`config.mk`:
```
export PLATFORM = sky130hd
export DESIGN_NAME = bm_memory_scan_reader
export DESIGN_NICKNAME = d
export VERILOG_FILES = /design/src/rtl/bm_mem_reader_pkg.sv /design/src/rtl/bm_mem_reader_fifo.sv /design/src/rtl/bm_memory_scan_reader.sv
export SDC_FILE = /design/constraint.sdc
export NUM_CORES = 1
export LEC_CHECK = 0
export CORE_MARGIN = 5
export CORE_UTILIZATION = 35
export CTS_BUF_LIST = sky130_fd_sc_hd__clkbuf_8
export CTS_CLUSTER_SIZE = 40
export DETAILED_ROUTE_END_ITERATION = 16
export PLACE_DENSITY = 0.62
export SLEW_MARGIN = 20
export SYNTH_ARGS = -nofsm -noshare
export SYNTH_HDL_FRONTEND = slang
export SYNTH_SLANG_ARGS = --single-unit
```
`constraint.sdc`:
```
create_clock -name clock -period 6.16 [get_ports clock]
set_input_delay 0.924 -clock clock [delete_from_list [all_inputs] [get_ports clock]]
set_output_delay 0.924 -clock clock [all_outputs]
set_load 0.02 [all_outputs]
```
`src/rtl/bm_mem_reader_pkg.sv`:
```
// Shared types and sizing constants for the memory scan reader.
// Build option MEM_READER_PARITY_EN (used by the top level) widens the buffer by a parity bit.
package bm_mem_reader_pkg;

    typedef enum logic [1:0] {
        ST_IDLE  = 2'd0,
        ST_READ  = 2'd1,
        ST_DRAIN = 2'd2
    } state_t;

    localparam int BUF_DEPTH = 4;
    localparam int PTR_W     = 2;
    localparam int CREDIT_W  = 3;

    localparam logic [CREDIT_W-1:0] CREDIT_MAX = 3'd4;

endpackage

```
`src/rtl/bm_mem_reader_fifo.sv`:
```
// Four-entry synchronous FIFO that holds returned words until the consumer takes them.
// The head is read straight from the storage registers; occupancy feeds the read-credit check.
module bm_mem_reader_fifo
    import bm_mem_reader_pkg::*;
#(
    parameter int WIDTH = 4
) (
    input  logic                clock,
    input  logic                reset,
    input  logic                i_push,
    input  logic [WIDTH-1:0]    i_wdata,
    input  logic                i_pop,
    output logic [WIDTH-1:0]    o_head,
    output logic                o_head_valid,
    output logic [CREDIT_W-1:0] o_occupancy
);

    logic [WIDTH-1:0]    r_mem [BUF_DEPTH];
    logic [PTR_W-1:0]    r_wr_ptr;
    logic [PTR_W-1:0]    r_rd_ptr;
    logic [CREDIT_W-1:0] r_count;
    logic                w_pop;

    assign w_pop        = i_pop && (r_count != 3'd0);
    assign o_head       = r_mem[r_rd_ptr];
    assign o_head_valid = (r_count != 3'd0);
    assign o_occupancy  = r_count;

    // Storage, pointers and occupancy; storage is cleared so the head reads zero out of reset.
    always_ff @(posedge clock) begin
        if (!reset) begin
            r_mem    <= '{default: '0};
            r_wr_ptr <= 2'd0;
            r_rd_ptr <= 2'd0;
            r_count  <= 3'd0;
        end else begin
            if (i_push) begin
                r_mem[r_wr_ptr] <= i_wdata;
                r_wr_ptr        <= r_wr_ptr + 2'd1;
            end
            if (w_pop) begin
                r_rd_ptr <= r_rd_ptr + 2'd1;
            end
            r_count <= r_count + {2'b00, i_push} - {2'b00, w_pop};
        end
    end

endmodule

```
`src/rtl/bm_memory_scan_reader.sv`:
```
// Walks a wrap-around address range of a registered-read memory and streams the words out.
// Optional build macro MEM_READER_PARITY_EN adds an even-parity bit alongside value_out.
module bm_memory_scan_reader
    import bm_mem_reader_pkg::*;
#(
    parameter int BITS      = 2,
    parameter int WORD_SIZE = 4
) (
    input  logic                 clock,
    input  logic                 reset,
    input  logic                 start,
    input  logic [BITS-1:0]      start_addr,
    input  logic [BITS:0]        count,
    output logic [BITS-1:0]      mem_addr,
    output logic                 mem_rd_en,
    input  logic [WORD_SIZE-1:0] mem_rdata,
    output logic [WORD_SIZE-1:0] value_out,
    output logic                 value_valid,
    input  logic                 value_ready,
    output logic                 busy,
`ifdef MEM_READER_PARITY_EN
    output logic                 value_parity,
`endif
    output logic                 done
);

    localparam logic [BITS:0] DEPTH_C = {1'b1, {BITS{1'b0}}};
    localparam logic [BITS:0] ONE_C   = (BITS+1)'(1);
`ifdef MEM_READER_PARITY_EN
    localparam int BUF_W = WORD_SIZE + 1;

    function automatic logic f_even_parity(input logic [WORD_SIZE-1:0] word);
        return ^word;
    endfunction
`else
    localparam int BUF_W = WORD_SIZE;
`endif

    state_t              r_state;
    logic [BITS-1:0]     r_mem_addr;
    logic                r_rd_en;
    logic                r_land;
    logic                r_busy;
    logic                r_done;
    logic [BITS:0]       r_remaining;
    logic [CREDIT_W-1:0] r_outstanding;

    logic                w_pop;
    logic [CREDIT_W-1:0] w_occupancy;
    logic [CREDIT_W-1:0] w_after_pop;
    logic                w_credit_ok;
    logic [BITS:0]       w_len;
    logic                w_start_ok;
    logic                w_issue;
    logic [BUF_W-1:0]    w_buf_wdata;
    logic [BUF_W-1:0]    w_buf_head;

`ifdef MEM_READER_PARITY_EN
    assign w_buf_wdata  = {f_even_parity(mem_rdata), mem_rdata};
    assign value_parity = w_buf_head[WORD_SIZE];
`else
    assign w_buf_wdata  = mem_rdata;
`endif
    assign value_out = w_buf_head[WORD_SIZE-1:0];
    assign mem_addr  = r_mem_addr;
    assign mem_rd_en = r_rd_en;
    assign busy      = r_busy;
    assign done      = r_done;

    bm_mem_reader_fifo #(.WIDTH(BUF_W)) u_fifo (
        .clock        (clock),
        .reset        (reset),
        .i_push       (r_land),
        .i_wdata      (w_buf_wdata),
        .i_pop        (w_pop),
        .o_head       (w_buf_head),
        .o_head_valid (value_valid),
        .o_occupancy  (w_occupancy)
    );

    // Credit counts buffered plus in-flight words, after this cycle's handshake frees a slot.
    always_comb begin
        w_pop       = value_valid & value_ready;
        w_after_pop = w_occupancy + r_outstanding - {2'b00, w_pop};
        w_credit_ok = (w_after_pop < CREDIT_MAX);
        w_len       = (count > DEPTH_C) ? DEPTH_C : count;
        w_start_ok  = (r_state == ST_IDLE) && start && !r_done;
        case (r_state)
            ST_IDLE: w_issue = w_start_ok && (count != '0);
            ST_READ: w_issue = w_credit_ok;
            default: w_issue = 1'b0;
        endcase
    end

    // Scan FSM with address, remaining-count and outstanding-read tracking.
    always_ff @(posedge clock) begin
        if (!reset) begin
            r_state       <= ST_IDLE;
            r_mem_addr    <= '0;
            r_rd_en       <= 1'b0;
            r_land        <= 1'b0;
            r_busy        <= 1'b0;
            r_done        <= 1'b0;
            r_remaining   <= '0;
            r_outstanding <= 3'd0;
        end else begin
            r_land        <= r_rd_en;
            r_rd_en       <= w_issue;
            r_outstanding <= r_outstanding + {2'b00, w_issue} - {2'b00, r_land};
            r_done        <= 1'b0;
            case (r_state)
                ST_IDLE: begin
                    if (w_start_ok) begin
                        if (count == '0) begin
                            r_done <= 1'b1;
                        end else begin
                            r_mem_addr  <= start_addr;
                            r_remaining <= w_len - ONE_C;
                            r_busy      <= 1'b1;
                            r_state     <= (w_len == ONE_C) ? ST_DRAIN : ST_READ;
                        end
                    end
                end
                ST_READ: begin
                    if (w_credit_ok) begin
                        r_mem_addr  <= r_mem_addr + BITS'(1);
                        r_remaining <= r_remaining - ONE_C;
                        if (r_remaining == ONE_C) begin
                            r_state <= ST_DRAIN;
                        end
                    end
                end
                ST_DRAIN: begin
                    if (w_after_pop == 3'd0) begin
                        r_state <= ST_IDLE;
                        r_busy  <= 1'b0;
                        r_done  <= 1'b1;
                    end
                end
                default: begin
                    r_state <= ST_IDLE;
                end
            endcase
        end
    end

endmodule

```
# Word-level counts from Yosys, hierarchy flattened
# Cells that the tools add are included.
# totals
regBits	37
in_bits	13
output_inout_bits	10
# op_classes
n_addsub	11
n_lt_le_gt_ge	5
n_eq_ne	9
mux	31
bitwise_logic	3
reduce_logical	16
# ops
cell	count
2-to-1 mux 2 bit	9
bitwise mux 16 bit	1
2-to-1 mux 3 bit	4
2-to-1 mux 4 bit	3
!= test 2 bit, second input constant	5
subtractor 3 x 1 -> 3 bit	3
binary-select mux 4 bit (select 2 bit)	1
demux 4 bit (select 2 bit)	1
AND reduction 4 bit	2
adder 2 x 1 -> 2 bit, second input constant	3
adder 3 x 1 -> 3 bit	2
equality test 3 x 1 -> 1 bit, second input constant	2
>= comparator 3 bit, second input constant	2
zero test 3 bit	2
2-to-1 mux 1 bit	6
inverter 2 -> 3 bit	2
case mux 1 bit (2 select lines)	3
case mux 2 bit (3 select lines)	1
case mux 3 bit (2 select lines)	1
nonzero test 3 bit	2
subtractor 3 x 1 -> 3 bit, second input constant	2
logical AND 1 bit	5
AND reduction 5 bit	1
case mux 2 bit (2 select lines)	1
other kinds (10)	11

# Depth between registers and ports, before layout
# Gate-level depths: netlist of run 1.
# depth
ltp_word	7
depth_mapped	15
ltp_nobuf	15

# By module
# Synthesis of run 1 repeated with hierarchy kept, for this count alone.
# unflattened
cells_unflattened	220
area_unflattened_um2	2138.3
# modules_own_cells
module	instances	cells_per_inst	area_per_inst_um2	seq_area_each_um2
bm_mem_reader_fifo	1	116	1188.6	460.4
bm_memory_scan_reader	1	104	949.7	280.3

# Least setup slack after synthesis of run 1
# Ideal clock, no wire load.
# synth_timing
path_kind	in2reg
start	in value_ready
end	reg r_outstanding[2]
t_arrival_ns	3.648
t_required_ns	6.045
setup_slack_ns	2.397
stages	15
path_buffers	0
path_cell_list	o31a_1 > ha_1 > inv_1 > ha_1 > inv_1 > fa_1 > xnor2_2 > xnor2_2 > a21oi_2 > ha_1 > inv_1 > ha_1 > fa_1 > xnor2_1 > and2_1
# synth_between
elab_chain_cells	6
# synth_lines
item	line_no	text
from (decl)	bm_memory_scan_reader.sv:19	input logic value_ready,
AND 1 bit	bm_memory_scan_reader.sv:83	w_pop = value_valid & value_ready;
subtractor 3 x 1 -> 3 bit	bm_memory_scan_reader.sv:84	w_after_pop = w_occupancy + r_outstanding - {2'b00, w_pop};
less-than comparator 3 bit	bm_memory_scan_reader.sv:85	w_credit_ok = (w_after_pop < CREDIT_MAX);
case mux 1 bit (2 select lines)	bm_memory_scan_reader.sv:88	case (r_state)
adder 3 x 1 -> 3 bit	bm_memory_scan_reader.sv:109	r_outstanding <= r_outstanding + {2'b00, w_issue} - {2'b00, r_land};
subtractor 3 x 1 -> 3 bit	bm_memory_scan_reader.sv:109	
to (signal assigned)	bm_memory_scan_reader.sv:109	
to (decl)	bm_memory_scan_reader.sv:46	logic [CREDIT_W-1:0] r_outstanding;
# Every way passes these cells.
# A chain may end at the register's enable or synchronous reset.

# Final worst setup path of run 1
# Same ends and word-level chain as after synthesis.

==> qor.log, run 1 <==
INFO  logic_synthesis ys_top_cells_by_count=37 x sky130_fd_sc_hd__dfxtp_1, 30 x sky130_fd_sc_hd__nand2_1, 17 x sky130_fd_sc_hd__inv_1, 17 x sky130_fd_sc_hd__nand3_1, 16 x sky130_fd_sc_hd__a21boi_0
INFO  sta            timing.fmax=242.9MHz
INFO  drt            detail-route-antenna-nets=0
INFO  place          detailed_place_hpwl=2.924mm
INFO  drt            detail_route.wirelength=3.964mm
INFO  status         status=finished clean
INFO  logic_synthesis asyncSetResetFlopFracSynth=0%
INFO  die            io-pin-count=23
INFO  drt            route.detailed.wl_per_inst=12.87um
INFO  worst_setup_path crit_type=input port to register
INFO  final_layout   antenna_cells_inserted=0
INFO  hold_path      worst_min_path_class=register to register
INFO  die            floorplan.core_area=5540um2
INFO  logic_synthesis synth_cells=215
INFO  drt            drt-vias-per-instance=4.844
INFO  logic_synthesis yosysTopAreaCellShare=37.07%
INFO  place          gp_congestion=0.7872
INFO  run            cap_violations=0
INFO  clock_tree     postCtsHoldBufs=0
INFO  sta            postLayoutSetupSlackWorst=2.043ns
INFO  place          io_buffers=22
INFO  global_routing grt_start_max_net_pins=41
INFO  global_routing global_route_wire_length_before_repair=6.927mm
INFO  power          power.density_cell_area=477.0nW/um2
INFO  power          total_leakage_power=0.9001nW
INFO  logic_synthesis synth.largest_area_cell=sky130_fd_sc_hd__dfxtp_1
INFO  sta            slew-limit-headroom=42.21%
INFO  worst_setup_path worst_ep_arrival_time=4.31ns
INFO  clock_tree     skew_pair_late_insertion_delay=0.29ns
INFO  global_routing global_route.overflow_total=0
INFO  place          pre_cts_slack=1.742ns
INFO  sta            fin_skew=0.005301ns
INFO  logic_synthesis area_contributors_post_synth=sky130_fd_sc_hd__dfxtp_1 37%, sky130_fd_sc_hd__ha_1 8.8%, sky130_fd_sc_hd__a21boi_0 6.0%
INFO  final_layout   final_net_count=266
INFO  drt            route.detailed.drc=0
INFO  clock_tree     cts_made_buffers=5
INFO  die            starting_density_of_the_core=36.07%
INFO  sta            hold_viol=0
INFO  final_layout   utilization=42.73%
INFO  sta            finalSetupViolCount=0
INFO  clock_tree     post_cts_setup_inserts=0
INFO  logic_synthesis syn-num-nets=245
INFO  logic_synthesis synthMostInstantiatedCell=sky130_fd_sc_hd__dfxtp_1
INFO  final_layout   final_layout_size_suffix_gt1_share=8.051%
INFO  die            number_of_core_rows=27
INFO  clock_tree     post_cts_sizing=0
INFO  logic_synthesis postSynthAreaPerCell=9.294um2
INFO  drt            detailedRoute.firstPassIterationCount=4
INFO  logic_synthesis synth_cell_types=40
INFO  clock_tree     cts.sinks=37
INFO  sta            worst_pin_slew=0.8657ns
INFO  clock_tree     clkSlewWorstSetupHoldPaths=0.07ns
INFO  global_routing grt_use_total=11.73%
INFO  drt            dr_total_vias=1,492
INFO  drt            wl_met1=2.022mm
INFO  worst_setup_path critPathMaxFanout=6
INFO  clock_tree     cts_tree=done
INFO  drt            route.met3.wl=160um
INFO  sta            fin_tns_setup=0ns
INFO  sta            grt_setup_unrepaired=no
INFO  logic_synthesis number_of_flops_mapped_to_enable_cells_by_yosys=0
INFO  sta            period_needed=4.117ns
INFO  worst_setup_path crit_path_start_kind=input port
INFO  die            die_h=85.56um
INFO  sta            maxSlewViolCount=0
INFO  power          totalPowerFinal=1.129mW
INFO  clock_tree     htreeDepth=2
INFO  drt            dr.first_iter.drc_count=133
INFO  clock_tree     clockRootBuffer=sky130_fd_sc_hd__clkbuf_8
INFO  final_layout   area_growth_syn_to_layout=18.47%
INFO  sta            timing.final.crit_share=66.83%
INFO  drt            highest_layer=met4
INFO  power          vdd_drop_max=255.9uV
INFO  clock_tree     clockBufferDepth=2
INFO  die            design.die.area=7321um2
INFO  logic_synthesis syn-cell-area=1998um2
INFO  logic_synthesis synth_warnings=0
INFO  die            die-width=85.56um
INFO  worst_setup_path worst_setup_path_end_kind=register
INFO  drt            met2WireLength=1.707mm
INFO  global_routing number_of_antenna_violations_at_the_first_check_in_global_routing=0
INFO  worst_setup_path crit_required=6.35ns
INFO  logic_synthesis synth-seq-cells=37
INFO  logic_synthesis part_of_the_yosys_area_used_for_sequential_elements=37.07%
INFO  global_routing first_global_vias=1,438
INFO  logic_synthesis flip_flop_cell_with_the_highest_count_after_synthesis=sky130_fd_sc_hd__dfxtp_1
## where the power goes
part / internal [mW] / switching, mW / leakage (nW)
registers: 0.299 / 0.0731 / 0.302
logic: 0.278 / 0.308 / 0.550
clock network: 0.0871 / 0.0830 / 0.0485
## cell families (layout without fill, tap and decap cells)
kind of cell             Yosys count  after routing  share of synthesized area (%)
AND/OR/NAND/NOR                   79             79                          19.85
AO/OA/AOI/OAI                     38             38                          14.47
flip-flops                        37             37                          37.07
buffers and inverters             26             47                          4.947
adder cells (fa/ha/maj)           17             17                          11.77
XOR/XNOR                          12             12                          6.387
multiplexers                       6              6                          5.511
## stage by stage
stage	cells	hold WS (ns)	instance area (um2)
3_3_place_gp	301	0.4478	2281
5_1_grt	308	0.4800	2367
6_report	308	0.4616	2367
4_1_cts	308	0.4651	2367
2_1_floorplan	215	0.4381	1998
3_5_place_dp	301	0.4552	2281
## final timing paths
check                                    from                           end  slack, ns  cells after the start
max reg2reg  u_fifo.o_occupancy[2]$_SDFF_PN0_   r_outstanding[2]$_SDFF_PN0_       2.55                     15
min              u_fifo.r_mem[1]$_SDFFE_PN0P_  u_fifo.r_mem[1]$_SDFFE_PN0P_       0.46                      2
max                               value_ready   r_outstanding[2]$_SDFF_PN0_       2.04                     16
min reg2reg      u_fifo.r_mem[1]$_SDFFE_PN0P_  u_fifo.r_mem[1]$_SDFFE_PN0P_       0.46                      2
## cells in the final DEF, fill, tap and decap left out, types with 2 or more instances in the layout
cell type	synthesis	final
sky130_fd_sc_hd__a21oi_1	5	5
sky130_fd_sc_hd__nand2b_1	4	4
sky130_fd_sc_hd__o221a_2	2	2
sky130_fd_sc_hd__o21ai_0	2	2
sky130_fd_sc_hd__xnor2_1	4	4
sky130_fd_sc_hd__ha_1	14	14
sky130_fd_sc_hd__clkdlybuf4s50_1	0	22
sky130_fd_sc_hd__o311a_1	2	2
sky130_fd_sc_hd__nor2_1	7	7
sky130_fd_sc_hd__a21boi_0	16	16
sky130_fd_sc_hd__nor2b_1	4	4
sky130_fd_sc_hd__and2_1	9	9
sky130_fd_sc_hd__o221ai_1	2	2
sky130_fd_sc_hd__clkbuf_8	0	6
sky130_fd_sc_hd__or3_1	2	2
sky130_fd_sc_hd__nand3_1	17	17
sky130_fd_sc_hd__mux2i_1	2	2
sky130_fd_sc_hd__nand2_1	30	30
sky130_fd_sc_hd__fa_1	3	3
sky130_fd_sc_hd__inv_1	17	18
sky130_fd_sc_hd__xor2_1	5	5
sky130_fd_sc_hd__mux4_2	4	4
sky130_fd_sc_hd__dfxtp_1	37	37
sky130_fd_sc_hd__xnor2_2	2	2
## flip-flops by register name (all words and copies together), names as in the netlist
signal,count
r_land,1
r_state,2
r_outstanding,3
r_remaining,3
mem_addr,2
mem_rd_en,1
u_fifo.r_wr_ptr,2
u_fifo.r_mem,16
busy,1
done,1
u_fifo.r_rd_ptr,2
u_fifo.o_occupancy,3
## metal layers
metal,up-vias,global-route usage [%]
li1,772,-
met1,687,16.75
met2,25,16.45
met3,8,3.074
met4,0,5.180
met5,-,0
## layout make-up
cell class	instances	area [um2]
fill	570	3173
multi-input combinational	152	1159
sequential	37	740.7
timing repair buffer	23	227.7
tap	72	90.09
clock buffer	6	82.58
inverter	17	63.81
clock inverter	1	3.754
## worst max-delay path, cell delays in order
cell	delay, ns
sky130_fd_sc_hd__clkdlybuf4s50_1	0.46
sky130_fd_sc_hd__o31a_1	0.19
sky130_fd_sc_hd__ha_1	0.25
sky130_fd_sc_hd__inv_1	0.08
sky130_fd_sc_hd__ha_1	0.13
sky130_fd_sc_hd__inv_1	0.05
sky130_fd_sc_hd__fa_1	0.43
sky130_fd_sc_hd__xnor2_2	0.18
sky130_fd_sc_hd__xnor2_2	0.25
sky130_fd_sc_hd__a21oi_2	0.16
sky130_fd_sc_hd__ha_1	0.33
sky130_fd_sc_hd__inv_1	0.04
sky130_fd_sc_hd__ha_1	0.18
sky130_fd_sc_hd__fa_1	0.37
sky130_fd_sc_hd__xnor2_1	0.13
sky130_fd_sc_hd__and2_1	0.14
(Power assumes the default switching activity.)
==> inputs of run 2 (changes only) <==
==> constraint.sdc (replaced) <==
create_clock -name clock -period 4 [get_ports clock]
set_input_delay 0.6 -clock clock [delete_from_list [all_inputs] [get_ports clock]]
set_output_delay 0.6 -clock clock [all_outputs]
set_load 0.02 [all_outputs]
==> run 2 against run 1 <==
- sequential share of layout area shrank 0.49 points
- non-clock buffer count grew 3
- sequential cell count is the same
- power grew 62%
- design area grew 1.6%
- core utilization grew 0.68 points
- worst setup slack lost 1.6 ns
- combinational power grew 65%
- critical path type unchanged
- critical endpoint unchanged
==> qor.log, run 2 (synthesized netlist as in run 1, its figures left out) <==
INFO  power          power.switching=0.7303mW [+57%]
INFO  clock_tree     clockBufferDepth=2 [unchanged]
INFO  final_layout   final_layout_size_suffix_gt1_share=10.00% [+1.9 points]
INFO  power          power.density_cell_area=760.1nW/um2 [+59%]
INFO  sta            timing.final.crit_share=89.01%
INFO  final_layout   design_area=2405um2 [+1.6%]
INFO  final_layout   final_cell_mix=37 x sky130_fd_sc_hd__dfxtp_1, 30 x sky130_fd_sc_hd__nand2_1, 22 x sky130_fd_sc_hd__clkdlybuf4s50_1
INFO  die            die-width=85.56um [unchanged]
INFO  sta            hold_ws=0.4637ns [+0.002149 ns]
INFO  final_layout   antenna_cells_inserted=0 [unchanged]
INFO  global_routing first_global_vias=1,437 [-0.070%]
INFO  sta            hold_viol=0 [unchanged]
INFO  sta            timing.fmax=280.9MHz
INFO  worst_setup_path worst_ep_arrival_time=3.76ns [-0.55 ns]
INFO  sta            period_needed=3.561ns
INFO  sta            postLayoutSetupSlackWorst=0.4395ns [-1.604 ns]
INFO  power          fraction_of_power_spent_switching_nets=39.96% [-1.2 points]
INFO  drt            dr.first_iter.drc_count=100 [-25%]
INFO  die            floorplan.core_area=5540um2 [unchanged]
INFO  global_routing global_route.overflow_total=0 [unchanged]
INFO  sta            fin_skew=0.008306ns [+0.003005 ns]
INFO  final_layout   largest_register_ff_count=16 [unchanged]
INFO  global_routing global_route_wire_length_before_repair=6.617mm [-4.5%]
INFO  clock_tree     cts.sinks=37 [unchanged]
INFO  hold_path      worst_min_path_class=register to register
INFO  clock_tree     skew_pair_late_insertion_delay=0.30ns [about the same]
INFO  die            starting_density_of_the_core=36.07% [unchanged]
INFO  worst_setup_path crit_required=4.20ns [-2.15 ns]
INFO  place          detailed_place_hpwl=2.934mm [+0.35%]
INFO  clock_tree     post_cts_setup_inserts=0 [unchanged]
INFO  drt            route.detailed.wl_per_inst=12.66um [-1.6%]
INFO  clock_tree     cts_made_buffers=5 [unchanged]
INFO  global_routing number_of_antenna_violations_at_the_first_check_in_global_routing=0 [unchanged]
INFO  clock_tree     postCtsHoldBufs=0 [unchanged]
INFO  drt            detailedRoute.firstPassIterationCount=4 [unchanged]
INFO  drt            route.detailed.drc=0 [unchanged]
INFO  clock_tree     clockRootBuffer=sky130_fd_sc_hd__clkbuf_8
INFO  status         status=finished clean
INFO  die            die_h=85.56um [unchanged]
INFO  global_routing grt_start_max_net_pins=41 [unchanged]
INFO  final_layout   utilization=43.41% [+0.68 points]
INFO  clock_tree     cts_tree=done
INFO  power          power_frac_seq=31.3% [-1.7 points]
INFO  drt            drt-vias-per-instance=4.814 [-0.62%]
INFO  worst_setup_path crit_path_start_kind=input port
INFO  sta            worst_pin_slew=0.8914ns [+0.02576 ns]
INFO  sta            grt_setup_unrepaired=no
INFO  drt            detail-route-antenna-nets=0 [unchanged]
INFO  final_layout   area_growth_syn_to_layout=20.35%
INFO  final_layout   regMostFlops=u_fifo.r_mem
INFO  power          combPwrFrac=52.8% [+0.9 points]
INFO  final_layout   final_net_count=269 [+1.1%]
INFO  worst_setup_path critPathMaxFanout=2 [-4]
INFO  place          dp_cell_count=304 [+1.0%]
INFO  power          power.share.clock=15.9% [+0.8 points]
INFO  die            design.die.area=7321um2 [unchanged]
INFO  run            cap_violations=0 [unchanged]
INFO  clock_tree     htreeDepth=2 [unchanged]
INFO  sta            finalSetupViolCount=0 [unchanged]
INFO  sta            maxSlewViolCount=0 [unchanged]
INFO  global_routing grt_use_total=11.66% [-0.066 points]
INFO  worst_setup_path crit_type=input port to register
INFO  place          pre_cts_slack=0.1124ns [-1.629 ns]
INFO  die            number_of_core_rows=27 [unchanged]
INFO  place          dpl-instance-area=2303um2 [+0.99%]
INFO  sta            fin_tns_setup=0ns [unchanged]
INFO  clock_tree     clkSlewWorstSetupHoldPaths=0.08ns [about the same]
INFO  place          io_buffers=22 [unchanged]
INFO  final_layout   instances_no_fill=312 [+1.3%]
INFO  clock_tree     post_cts_sizing=0 [unchanged]
INFO  power          vdd_drop_max=489.0uV [+91%]
INFO  power          power.internal=1.098mW [+65%]
INFO  drt            detail_route.wirelength=3.950mm [-0.35%]
INFO  worst_setup_path worst_setup_path_end_kind=register
INFO  final_layout   final_common_cell=sky130_fd_sc_hd__dfxtp_1
INFO  place          gp_congestion=0.7644 [-2.9%]
INFO  die            io-pin-count=23 [unchanged]
INFO  power          total_leakage_power=0.9204nW [+2.3%]
INFO  sta            slew-limit-headroom=40.49% [-1.7 points]
INFO  drt            dr_total_vias=1,502 [+0.67%]
INFO  power          totalPowerFinal=1.828mW [+62%]
[run 2: cell types whose count changed in the layout (fill, tap and decap cells not counted)]
cell	change
sky130_fd_sc_hd__inv_1	-1
sky130_fd_sc_hd__buf_4	+3
sky130_fd_sc_hd__clkbuf_8	+1
sky130_fd_sc_hd__clkinv_2	+1
[run 2: worst max-delay path: stages]
cell	delay, ns
sky130_fd_sc_hd__clkdlybuf4s50_1	0.46
sky130_fd_sc_hd__o31a_1	0.16
sky130_fd_sc_hd__ha_1	0.24
sky130_fd_sc_hd__inv_1	0.08
sky130_fd_sc_hd__ha_1	0.13
sky130_fd_sc_hd__inv_1	0.05
sky130_fd_sc_hd__fa_1	0.42
sky130_fd_sc_hd__xnor2_2	0.22
sky130_fd_sc_hd__xnor2_2	0.15
sky130_fd_sc_hd__a21oi_2	0.09
sky130_fd_sc_hd__ha_1	0.30
sky130_fd_sc_hd__inv_1	0.04
sky130_fd_sc_hd__ha_1	0.18
sky130_fd_sc_hd__fa_1	0.37
sky130_fd_sc_hd__xnor2_1	0.13
sky130_fd_sc_hd__and2_1	0.15
[run 2: cell type report]
cell class                      count  area, um2
Fill cell                         561       3136
Multi-Input combinational cell    152       1159
Inverter                           17      63.81
Tap cell                           72      90.09
Sequential cell                    37      740.7
Clock buffer                        7      96.34
Timing Repair Buffer               26      250.2
Clock inverter                      1      5.005
[run 2: final timing paths]
| path | depth (start not counted) | startpoint | to | slack, ns |
|---|---|---|---|---|
| worst max-delay path | 16 | value_ready | r_outstanding[2]$_SDFF_PN0_ | 0.44 |
| worst min-delay path | 2 | r_remaining[1]$_SDFFE_PN0P_ | r_remaining[1]$_SDFFE_PN0P_ | 0.46 |
| worst max register to register | 15 | u_fifo.o_occupancy[2]$_SDFF_PN0_ | r_outstanding[2]$_SDFF_PN0_ | 0.60 |
| worst min register to register | 2 | r_remaining[1]$_SDFFE_PN0P_ | r_remaining[1]$_SDFFE_PN0P_ | 0.46 |
[run 2: power by group through the flow]
stage | combinational (mW) | sequential [mW] | clock, mW
2_1_floorplan | 0.709 | 0.551 | 0
3_3_place_gp | 0.966 | 0.580 | 0
3_5_place_dp | 0.975 | 0.583 | 0
4_1_cts | 0.979 | 0.574 | 0.300
5_1_grt | 1.09 | 0.588 | 0.316
6_report | 0.965 | 0.572 | 0.291
[run 2: layer usage]
layer / global-route usage [%] / wire length, um
met1: 15.27 / 1979
met2: 16.95 / 1724
met3: 3.939 / 149
met4: 6.043 / 95
met5: 0 / 0
==> inputs of run 3 (changes only) <==
--- a/config.mk
+++ b/config.mk
@@ -11,6 +11,7 @@
 export CTS_CLUSTER_SIZE = 40
 export DETAILED_ROUTE_END_ITERATION = 16
 export PLACE_DENSITY = 0.62
+export REMOVE_ABC_BUFFERS = 1
 export SLEW_MARGIN = 20
 export SYNTH_ARGS = -nofsm -noshare
 export SYNTH_HDL_FRONTEND = slang
==> run 3 against run 2 <==
- power increased by 3.2%
- fmax fell by 1.1%
- sequential share of layout area down 0.19 points
- critical path type unchanged
- global-route usage grew 0.35 points
- largest power group unchanged
- final cell count stayed put
==> qor.log, run 3 (synthesized netlist as in run 1, its figures left out) <==
INFO  sta            maxSlewViolCount=0 [unchanged]
INFO  final_layout   final_net_count=269 [unchanged]
INFO  power          power.density_cell_area=779.4nW/um2 [+2.5%]
INFO  global_routing first_global_vias=1,505 [+4.7%]
INFO  worst_setup_path path_buf_inv=4 [unchanged]
INFO  place          io_buffers=22 [unchanged]
INFO  power          power.share.clock=17.8% [+1.9 points]
INFO  power          power.internal=1.147mW [+4.5%]
INFO  die            design.die.area=7321um2 [unchanged]
INFO  sta            timing.fmax=277.6MHz [-1.1%]
INFO  clock_tree     cts.sinks=37 [unchanged]
INFO  drt            route.detailed.wl_per_inst=13.22um [+4.4%]
INFO  die            floorplan.core_area=5540um2 [unchanged]
INFO  worst_setup_path worst_ep_arrival_time=3.79ns [+0.03 ns]
INFO  final_layout   final_layout_size_suffix_gt1_share=9.583% [-0.42 points]
INFO  die            starting_density_of_the_core=36.07% [unchanged]
INFO  clock_tree     skew_pair_late_insertion_delay=0.29ns [about the same]
INFO  clock_tree     post_cts_sizing=0 [unchanged]
INFO  drt            detailedRoute.firstPassIterationCount=5 [+1]
INFO  worst_setup_path critPathMaxFanout=2 [unchanged]
INFO  sta            fin_tns_setup=0ns [unchanged]
INFO  final_layout   final_common_cell=sky130_fd_sc_hd__dfxtp_1
INFO  clock_tree     clockRootBuffer=sky130_fd_sc_hd__clkbuf_8
INFO  final_layout   antenna_cells_inserted=0 [unchanged]
INFO  worst_setup_path crit_path_start_kind=input port
INFO  worst_setup_path critical_path.most_common_cell=sky130_fd_sc_hd__ha_1
INFO  place          dp_cell_count=304 [unchanged]
INFO  sta            finalSetupViolCount=0 [unchanged]
INFO  worst_setup_path startpoint=value_ready
INFO  global_routing grt_use_total=12.01% [+0.35 points]
INFO  final_layout   final_cell_mix=37 x sky130_fd_sc_hd__dfxtp_1, 30 x sky130_fd_sc_hd__nand2_1, 22 x sky130_fd_sc_hd__clkdlybuf4s50_1
INFO  worst_setup_path crit_type=input port to register
INFO  final_layout   fillers=553 [-1.4%]
INFO  clock_tree     cts_tree=done
INFO  die            number_of_core_rows=27 [unchanged]
INFO  worst_setup_path path_depth=16 [unchanged]
INFO  global_routing global_route.overflow_total=0 [unchanged]
INFO  clock_tree     htreeDepth=2 [unchanged]
INFO  power          fraction_of_power_spent_switching_nets=39.20% [-0.76 points]
INFO  final_layout   utilization=43.68% [+0.27 points]
INFO  worst_setup_path timing.critical_path.slowest_stage_cell=sky130_fd_sc_hd__clkdlybuf4s50_1
INFO  final_layout   instances_no_fill=312 [unchanged]
INFO  worst_setup_path r2r_cells=15 [unchanged]
INFO  final_layout   ff_latch_area=740.7um2 [unchanged]
INFO  worst_setup_path worst_setup_path_end_kind=register
INFO  drt            dr.first_iter.drc_count=106 [+6.0%]
INFO  power          power.switching=0.7393mW [+1.2%]
INFO  worst_setup_path timing.rr.end=r_outstanding[2]$_SDFF_PN0_
INFO  final_layout   regMostFlops=u_fifo.r_mem
INFO  die            die_h=85.56um [unchanged]
INFO  drt            detail-route-antenna-nets=0 [unchanged]
INFO  clock_tree     post_cts_setup_inserts=0 [unchanged]
INFO  drt            detail_route.wirelength=4.124mm [+4.4%]
INFO  global_routing grt_start_max_net_pins=27 [-34%]
INFO  clock_tree     clockBufferDepth=2 [unchanged]
INFO  clock_tree     clkSlewWorstSetupHoldPaths=0.07ns [about the same]
INFO  drt            drt-vias-per-instance=4.865 [+1.1%]
INFO  sta            timing.final.crit_share=90.04% [+1.0 points]
INFO  clock_tree     cts_made_buffers=5 [unchanged]
INFO  sta            grt_setup_unrepaired=no
INFO  run            cap_violations=0 [unchanged]
INFO  sta            period_needed=3.602ns [+0.04119 ns]
INFO  worst_setup_path timing.critical_path.slowest_cell_delay=0.45ns [about the same]
INFO  worst_setup_path crit_end=r_outstanding[2]$_SDFF_PN0_
INFO  worst_setup_path rrSetupSlack=0.56ns [-0.04 ns]
INFO  worst_setup_path cp_top_family=adder cells
INFO  sta            hold_viol=0 [unchanged]
INFO  final_layout   area_growth_syn_to_layout=21.10%
INFO  final_layout   multi_input_comb_area=1159um2 [unchanged]
INFO  global_routing global_route_wire_length_before_repair=7.003mm [+5.8%]
INFO  drt            dr_total_vias=1,518 [+1.1%]
INFO  die            io-pin-count=23 [unchanged]
INFO  power          totalPowerFinal=1.886mW [+3.2%]
INFO  die            die-width=85.56um [unchanged]
INFO  hold_path      worst_min_path_class=register to register
INFO  power          total_leakage_power=0.9288nW [+0.91%]
INFO  sta            fin_skew=0.004271ns [-0.004035 ns]
INFO  power          combPwrFrac=51.9% [-0.9 points]
INFO  sta            slew-limit-headroom=40.75% [+0.26 points]
INFO  place          gp_congestion=0.7563 [-1.1%]
INFO  power          vdd_drop_max=435.5uV [-11%]
INFO  final_layout   largest_register_ff_count=16 [unchanged]
INFO  worst_setup_path r2r-start=u_fifo.o_occupancy[2]$_SDFF_PN0_
INFO  global_routing number_of_antenna_violations_at_the_first_check_in_global_routing=0 [unchanged]
INFO  power          power_frac_seq=30.3% [-1.0 points]
INFO  worst_setup_path crit_required=4.19ns [about the same]
INFO  clock_tree     postCtsHoldBufs=0 [unchanged]
INFO  worst_setup_path cp_cell_sequence=clkdlybuf4s50_1 -> o31a_1 -> ha_1 -> inv_1 -> ha_1 -> inv_1 -> fa_1 -> xnor2_2 -> xnor2_2 -> a21oi_2 -> ha_1 -> inv_1 -> ha_1 -> fa_1 -> xnor2_1 -> and2_1
INFO  status         status=finished clean
INFO  place          detailed_place_hpwl=3.022mm [+3.0%]
INFO  drt            route.detailed.drc=0 [unchanged]
INFO  sta            worst_pin_slew=0.8875ns [-0.003928 ns]
==> run 3: changes by cell type in the layout (fill, tap and decap cells not counted), sizes merged <==
cell	previous run	this run
bufinv	0	1
clkbuf	7	6
clkinv	1	0
inv	17	18
==> run 3: worst min-delay path by stage <==
| stage | startpoint | end | slack (ns) | cells past startpoint |
|---|---|---|---|---|
| floorplan | r_remaining[1]$_SDFFE_PN0P_ | r_remaining[1]$_SDFFE_PN0P_ | 0.44 | 2 |
| global placement | r_remaining[1]$_SDFFE_PN0P_ | r_remaining[1]$_SDFFE_PN0P_ | 0.45 | 2 |
| detailed placement | r_remaining[1]$_SDFFE_PN0P_ | r_remaining[1]$_SDFFE_PN0P_ | 0.46 | 2 |
| CTS | u_fifo.r_mem[10]$_SDFFE_PN0P_ | u_fifo.r_mem[10]$_SDFFE_PN0P_ | 0.47 | 2 |
| global route | mem_rd_en$_SDFF_PN0_ | r_land$_SDFF_PN0_ | 0.49 | 1 |
| finish | u_fifo.r_mem[3]$_SDFFE_PN0P_ | u_fifo.r_mem[3]$_SDFFE_PN0P_ | 0.47 | 2 |
==> run 3: worst register-to-register path, cell delays in order (launching register included) <==
cell,delay [ns]
sky130_fd_sc_hd__dfxtp_1,0.37
sky130_fd_sc_hd__o31a_1,0.34
sky130_fd_sc_hd__ha_1,0.29
sky130_fd_sc_hd__inv_1,0.08
sky130_fd_sc_hd__ha_1,0.14
sky130_fd_sc_hd__inv_1,0.05
sky130_fd_sc_hd__fa_1,0.43
sky130_fd_sc_hd__xnor2_2,0.22
sky130_fd_sc_hd__xnor2_2,0.16
sky130_fd_sc_hd__a21oi_2,0.09
sky130_fd_sc_hd__ha_1,0.30
sky130_fd_sc_hd__inv_1,0.04
sky130_fd_sc_hd__ha_1,0.19
sky130_fd_sc_hd__fa_1,0.39
sky130_fd_sc_hd__xnor2_1,0.13
sky130_fd_sc_hd__and2_1,0.14
==> run 3: area by class of cell <==
| class | instances | area share, % |
|---|---|---|
| clock buffer | 6 | 3.413 |
| clock inverter | 2 | 1.396 |
| inverter | 17 | 2.637 |
| multi-input combinational | 152 | 47.88 |
| sequential | 37 | 30.61 |
| tap | 72 | 3.723 |
| timing repair buffer | 26 | 10.34 |
==> run 3: per-stage QoR <==
stage	setup slack [ns]	area (um2)	hold slack, ns
after floorplan	0.5465	1963	0.4381
after global placement	0.1496	2303	0.4477
after detailed placement	0.09081	2303	0.4581
after CTS	0.3938	2420	0.4726
after global routing	0.2471	2420	0.4877
final	0.3983	2420	0.4681
==> run 3: metal layers <==
metal	track usage, %	vias to the layer above	wire length (um)
met1	16.10	699	2053
met5	0	-	0
met4	5.612	0	70
li1	-	783	-
met3	2.594	5	178
met2	18.36	31	1821
==> run 3: power groups by stage <==
stage	Sequential, mW	Clock [mW]	Combinational (mW)
after floorplan	0.576	0	0.670
after global routing	0.589	0.364	1.10
after detailed placement	0.580	0	0.984
after CTS	0.572	0.347	0.988
after global placement	0.580	0	0.967
final	0.572	0.335	0.979
